### config.mk
export PLATFORM = sky130hd
export DESIGN_NAME = adpll_lock_monitor
export DESIGN_NICKNAME = d
export VERILOG_FILES = /design/src/rtl/adpll_mon_pkg.sv /design/src/rtl/adpll_mon_sync.sv /design/src/rtl/adpll_lock_monitor.sv
export SDC_FILE = /design/constraint.sdc
export NUM_CORES = 1
export LEC_CHECK = 0
export ABC_AREA = 1
export BUFFER_PORTS_ARGS = -buffer_cell sky130_fd_sc_hd__buf_2
export CORE_ASPECT_RATIO = 0.7
export CORE_MARGIN = 2
export CORE_UTILIZATION = 40
export DETAILED_ROUTE_END_ITERATION = 8
export PLACE_DENSITY = 0.66
export SLEW_MARGIN = 10
export SYNTH_ARGS = -nofsm -noshare
export SYNTH_HDL_FRONTEND = slang
export SYNTH_HIERARCHICAL = 1
export SYNTH_SLANG_ARGS = --single-unit
### constraint.sdc
create_clock -name OUT_CLK -period 2.15 [get_ports OUT_CLK]
set_input_delay 0.1075 -clock OUT_CLK [delete_from_list [all_inputs] [get_ports OUT_CLK]]
set_output_delay 0.1075 -clock OUT_CLK [all_outputs]
set_load 0.02 [all_outputs]
### src/rtl/adpll_mon_pkg.sv
// Shared types and helpers for the ADPLL lock monitor: FSM states, default counter
// width and the expected OUT_CLK/REF_CLK ratio for a multiplier select.
package adpll_mon_pkg;

    localparam int CNT_W_DEF = 8;

    typedef enum logic [1:0] {
        WAIT_EDGE = 2'd0,
        COUNT     = 2'd1,
        LOCKED    = 2'd2
    } mon_state_e;

    // m = 0..7 selects a ratio of 2..16 OUT_CLK periods per REF_CLK period
    function automatic logic [4:0] exp_ratio(input logic [2:0] m);
        logic [4:0] r;
        r = {2'b00, m} + 5'd1;
        return r << 1;
    endfunction

endpackage

### src/rtl/adpll_mon_sync.sv
// Multi-flop synchronizer bringing an asynchronous level into the OUT_CLK domain.
module adpll_mon_sync #(
    parameter int STAGES = 2
) (
    input  logic clk,
    input  logic rst,
    input  logic d,
    output logic q
);

    logic [STAGES-1:0] sync_reg;

    always_ff @(posedge clk or posedge rst) begin
        if (rst) begin
            sync_reg <= '0;
        end else begin
            sync_reg <= {sync_reg[STAGES-2:0], d};
        end
    end

    assign q = sync_reg[STAGES-1];

endmodule

### src/rtl/adpll_lock_monitor.sv
// Independent frequency-lock checker for the ADPLL output clock; counts OUT_CLK cycles
// per REF_CLK period. Define ADPLL_MON_HIST_EN to add MIN_CNT/MAX_CNT history outputs.
module adpll_lock_monitor
    import adpll_mon_pkg::*;
#(
    parameter int CNT_W       = CNT_W_DEF,
    parameter int SYNC_STAGES = 2,
    parameter int TOL         = 1,
    parameter int LOCK_CYCLES = 4
) (
    input  logic             OUT_CLK,
    input  logic             RESET,
    input  logic             REF_CLK,
    input  logic             M2,
    input  logic             M1,
    input  logic             M0,
    input  logic             LOCK,
    output logic [CNT_W-1:0] MEAS_CNT,
    output logic             MEAS_VALID,
    output logic             FREQ_OK,
    output logic             LOCK_ERR
`ifdef ADPLL_MON_HIST_EN
    ,
    output logic [CNT_W-1:0] MIN_CNT,
    output logic [CNT_W-1:0] MAX_CNT
`endif
);

    localparam logic [3:0] LOCK_N = 4'(LOCK_CYCLES);

    logic             ref_s;
    logic             lock_s;
    logic             ref_prev_reg;
    logic             ref_rise;
    logic [2:0]       m_now;
    logic [2:0]       m_reg;
    logic             m_change;
    logic [CNT_W-1:0] cnt_reg;
    logic             cnt_sat;
    mon_state_e       state_reg;
    logic [3:0]       mcnt_reg;
    logic [3:0]       mcnt_next;
    logic             match;
    int               diff;
    logic             measure;
    logic [CNT_W-1:0] meas_cnt_reg;
    logic             meas_valid_reg;
    logic             freq_ok_reg;
    logic             lock_err_reg;
`ifdef ADPLL_MON_HIST_EN
    logic [CNT_W-1:0] min_cnt_reg;
    logic [CNT_W-1:0] max_cnt_reg;
`endif

    adpll_mon_sync #(.STAGES(SYNC_STAGES)) u_ref_sync (
        .clk (OUT_CLK),
        .rst (RESET),
        .d   (REF_CLK),
        .q   (ref_s)
    );

    adpll_mon_sync #(.STAGES(SYNC_STAGES)) u_lock_sync (
        .clk (OUT_CLK),
        .rst (RESET),
        .d   (LOCK),
        .q   (lock_s)
    );

    assign ref_rise = ref_s & ~ref_prev_reg;
    assign m_now    = {M2, M1, M0};
    assign m_change = (m_now != m_reg);
    assign cnt_sat  = &cnt_reg;
    // A measurement in the same cycle as a multiplier change belongs to the old ratio
    assign measure  = ref_rise && !m_change && (state_reg != WAIT_EDGE);

    always_comb begin
        diff = int'(cnt_reg) - int'(exp_ratio(m_reg));
        if (diff < 0) begin
            diff = -diff;
        end
        match     = (diff <= TOL) && !cnt_sat;
        mcnt_next = (mcnt_reg >= LOCK_N) ? LOCK_N : mcnt_reg + 4'd1;
    end

    always_ff @(posedge OUT_CLK or posedge RESET) begin
        if (RESET) begin
            ref_prev_reg   <= 1'b0;
            m_reg          <= '0;
            cnt_reg        <= '0;
            state_reg      <= WAIT_EDGE;
            mcnt_reg       <= '0;
            meas_cnt_reg   <= '0;
            meas_valid_reg <= 1'b0;
            freq_ok_reg    <= 1'b0;
            lock_err_reg   <= 1'b0;
`ifdef ADPLL_MON_HIST_EN
            min_cnt_reg    <= '1;
            max_cnt_reg    <= '0;
`endif
        end else begin
            ref_prev_reg   <= ref_s;
            m_reg          <= m_now;
            meas_valid_reg <= measure;
            if (ref_rise) begin
                cnt_reg <= CNT_W'(1);
            end else if (!cnt_sat) begin
                cnt_reg <= cnt_reg + CNT_W'(1);
            end

            if (m_change) begin
                state_reg   <= WAIT_EDGE;
                mcnt_reg    <= '0;
                freq_ok_reg <= 1'b0;
`ifdef ADPLL_MON_HIST_EN
                min_cnt_reg <= '1;
                max_cnt_reg <= '0;
`endif
            end else if (ref_rise) begin
                if (state_reg == WAIT_EDGE) begin
                    state_reg <= COUNT;
                end else begin
                    meas_cnt_reg <= cnt_reg;
`ifdef ADPLL_MON_HIST_EN
                    if (cnt_reg < min_cnt_reg) min_cnt_reg <= cnt_reg;
                    if (cnt_reg > max_cnt_reg) max_cnt_reg <= cnt_reg;
`endif
                    if (match) begin
                        mcnt_reg <= mcnt_next;
                        if (mcnt_next == LOCK_N) begin
                            state_reg   <= LOCKED;
                            freq_ok_reg <= 1'b1;
                        end
                    end else begin
                        mcnt_reg    <= '0;
                        freq_ok_reg <= 1'b0;
                        state_reg   <= COUNT;
                        if (lock_s) lock_err_reg <= 1'b1;
                    end
                end
            end
        end
    end

    assign MEAS_CNT   = meas_cnt_reg;
    assign MEAS_VALID = meas_valid_reg;
    assign FREQ_OK    = freq_ok_reg;
    assign LOCK_ERR   = lock_err_reg;
`ifdef ADPLL_MON_HIST_EN
    assign MIN_CNT    = min_cnt_reg;
    assign MAX_CNT    = max_cnt_reg;
`endif

endmodule

==> run metrics <==
Synth Warn # 6; failing checks negative setup slack; WL final 4.36 mm; final max-slew violation count 0; Pleak 1.30 nW; Multi-input gate area 0.00107 sq mm; Worst slew margin 65.1%; CP Data Arrival Time 2590 ps; main area contributors after synthesis dfrtp_1 (44%), nand2_1 (11%), inv_1 (6.6%); unrepaired setup endpoints after global routing yes; most frequent cells in the layout nand2_1 (52), dfrtp_1 (32), inv_1 (32), buf_4 (20), buf_2 (17); cts bufs inserted 5; CTS tree done; # clock sinks 33; ant diodes 0; gr ovfl total 0; Via Count 1644; Post-Route Skew between 7 and 8 ps; initial antenna violation count 0; Hold Vio Cnt, Final 0; ports placed on the boundary 18; row count 20; Setup WS pre-CTS -325 ps; post-layout min period 2370 ps; synthesis-to-finish area growth 34.5%; fin crit share 110%; maxcap violations 0; Critical-path top delay cell fa_2; commonest non-fill, non-tap cell in the layout nand2_1; sequential-to-total area share from yosys stat 44.3%; Crit Path Category flip-flop to flip-flop; Clock transition at path regs roughly 60 ps; Worst-Skew Late Latency between 200 and 300 ps; worst hold path class primary input to asynchronous set/reset pin; Reg2Reg Depth 12; Critical Path Sink Type flip-flop; DRT iter0 DRCs 131; Worst Path Required 2370 ps; Antenna Nets Post-Route 0; last weighted congestion value of the routability-driven placer between 0.8 and 0.9; PD cells 1090 mW/mm^2; Filler cells 417; H-tree depth 2; first-pass GRT wire length 7.05 mm; Routed WL per cell 13.1 um; FF-to-FF End state_reg[1]$_DFFE_PP0P_; final core occ a little under three fifths; DRC Markers 0; Synth Cell Area 0.00187 sq mm; share of layout cells above drive strength 1 30.5%; area leader, netlist dfrtp_1; vias in the first global route 1525; internal reg-to-reg setup slack -220 ps; detailed placement HPWL 3.17 mm; status complete, but fails checks; syn_area_per_cell 8.18 sq um; synthesized instance count 228; Die Y 61.1 um; Longest Clk Path Bufs 2; Unique masters post-synth 32; maximum vdd drop 626 uV; Nets approximately 290; Startpoint Class flip-flop; Die Area 0.00523 sq mm; RR Startpoint m_reg[0]$_DFF_PP0_; CTS root buf clkbuf_8; Tot GR Track Use 18.0%; Seq cells post-synth 33; Die Wd 85.6 um; CP peak stage delay roughly 570 ps; Crit path top cell by count nand3_2; first drt pass iteration count 4; post-synth top area share 44.3%; CP Max Fanout 4; worst slew pin tran 519 ps; Reg area 827 sq um; largest net degree at the start of global routing 30; setup violators final 7; syn_nets roughly 240; fmax 422 MHz; vias per cell 4.92; IO buf count 17; post-route setup slack -219 ps; Initial Utilization between 40% and 50%; CP Cell Sequence ha_4 -> fa_2 -> nand3_2 -> nor2_2 -> nand3_2 -> nand3b_1 -> nand3_2 -> nor2_4 -> nand2_4 -> nor2_4 -> nand2_1 -> nand2_1; CORE AREA between 0.004 and 0.005 sq mm
## cell usage after synthesis, drive strengths merged
| cell type | instances |
|---|---|
| a211oi | 1 |
| a21boi | 1 |
| a21oi | 3 |
| a311oi | 1 |
| a31o | 1 |
| a31oi | 4 |
| and3 | 1 |
| clkbuf | 1 |
| dfrtp | 33 |
| fa | 1 |
| ha | 8 |
| inv | 36 |
| nand2 | 60 |
| nand3 | 20 |
| nand3b | 2 |
| nand4 | 7 |
| nor2 | 21 |
| nor3 | 2 |
| o21ai | 19 |
| o2bb2ai | 1 |
| xnor2 | 3 |
| xor2 | 2 |
## worst max-delay path: cells and delay by family, from the launching register on
kind | cells | cell delay [ps]
and+or+nand+nor | 10 | 1040
DFF | 1 | 440
adders and majority gates | 2 | 820
## final cells by class
type                       instances  share of cell area [%]
multi-input combinational        158                    42.6
clock buffer                       7                    3.84
sequential                        33                    33.0
tap                               55                    2.74
clock inverter                     1                   0.199
timing repair buffer              44                    12.2
inverter                          36                    5.48
## metal layers
layer	part of all wire, %	vias up	wire [um]	track usage (%)
met2	43	33	1860	26.6
li1	-	846	-	-
met5	0	-	0	0
met1	52	760	2290	26.2
met3	4.0	5	175	4.56
met4	0.87	0	38	5.44
## power breakdown
part	switching (mW)	internal, mW	total [mW]
registers	0.0363	0.666	0.702
clock network	0.229	0.289	0.519
logic	0.855	0.671	1.53
total	1.12	1.63	2.75
## worst max-delay path by stage
stage | from | to | slack (ps) | cells after the start
2_1_floorplan | m_reg[0]$_DFF_PP0_ | LOCK_ERR$_DFFE_PP0P_ | -60 | 12
3_5_place_dp | m_reg[0]$_DFF_PP0_ | FREQ_OK$_DFFE_PP0P_ | -320 | 14
6_report | m_reg[0]$_DFF_PP0_ | state_reg[1]$_DFFE_PP0P_ | -220 | 12
5_1_grt | m_reg[0]$_DFF_PP0_ | state_reg[1]$_DFFE_PP0P_ | -390 | 15
4_1_cts | m_reg[0]$_DFF_PP0_ | FREQ_OK$_DFFE_PP0P_ | -190 | 13
3_3_place_gp | m_reg[0]$_DFF_PP0_ | FREQ_OK$_DFFE_PP0P_ | -270 | 14
## what timing repair did
item                                    CTS  global route
resized for setup                        13            18
endpoints found under the hold margin    38             0
pin swaps                                 8            16
hold buffers                              6             0
buffers inserted                          2             1
endpoints found under the setup margin    7             7
## through the flow
| step | hold slack, ps | cells | power, mW | cell area [sq um] | TNS, ps |
|---|---|---|---|---|---|
| after floorplan | -151 | 228 | 1.54 | 1880 | -283 |
| after global placement | -23.2 | 317 | 1.87 | 2160 | -1780 |
| after detailed placement | -21.1 | 317 | 1.88 | 2160 | -2060 |
| after CTS | 222 | 333 | 2.54 | 2420 | -1140 |
| after global routing | 263 | 334 | 2.94 | 2510 | -2490 |
| final | 245 | 334 | 2.75 | 2510 | -1420 |
## cells by family (layout without fill, tap and decap cells)
group | Yosys count | in the layout | synth area share (%)
AOI/OAI and AO/OA | 31 | 31 | 10.3
xor gates and xnor gates | 5 | 5 | 2.35
adders and majority gates | 9 | 9 | 6.44
buffers and inverters | 37 | 88 | 7.58
DFF | 33 | 33 | 44.3
and+or+nand+nor | 113 | 113 | 29.1
Power figures use the tool's default switching activity.
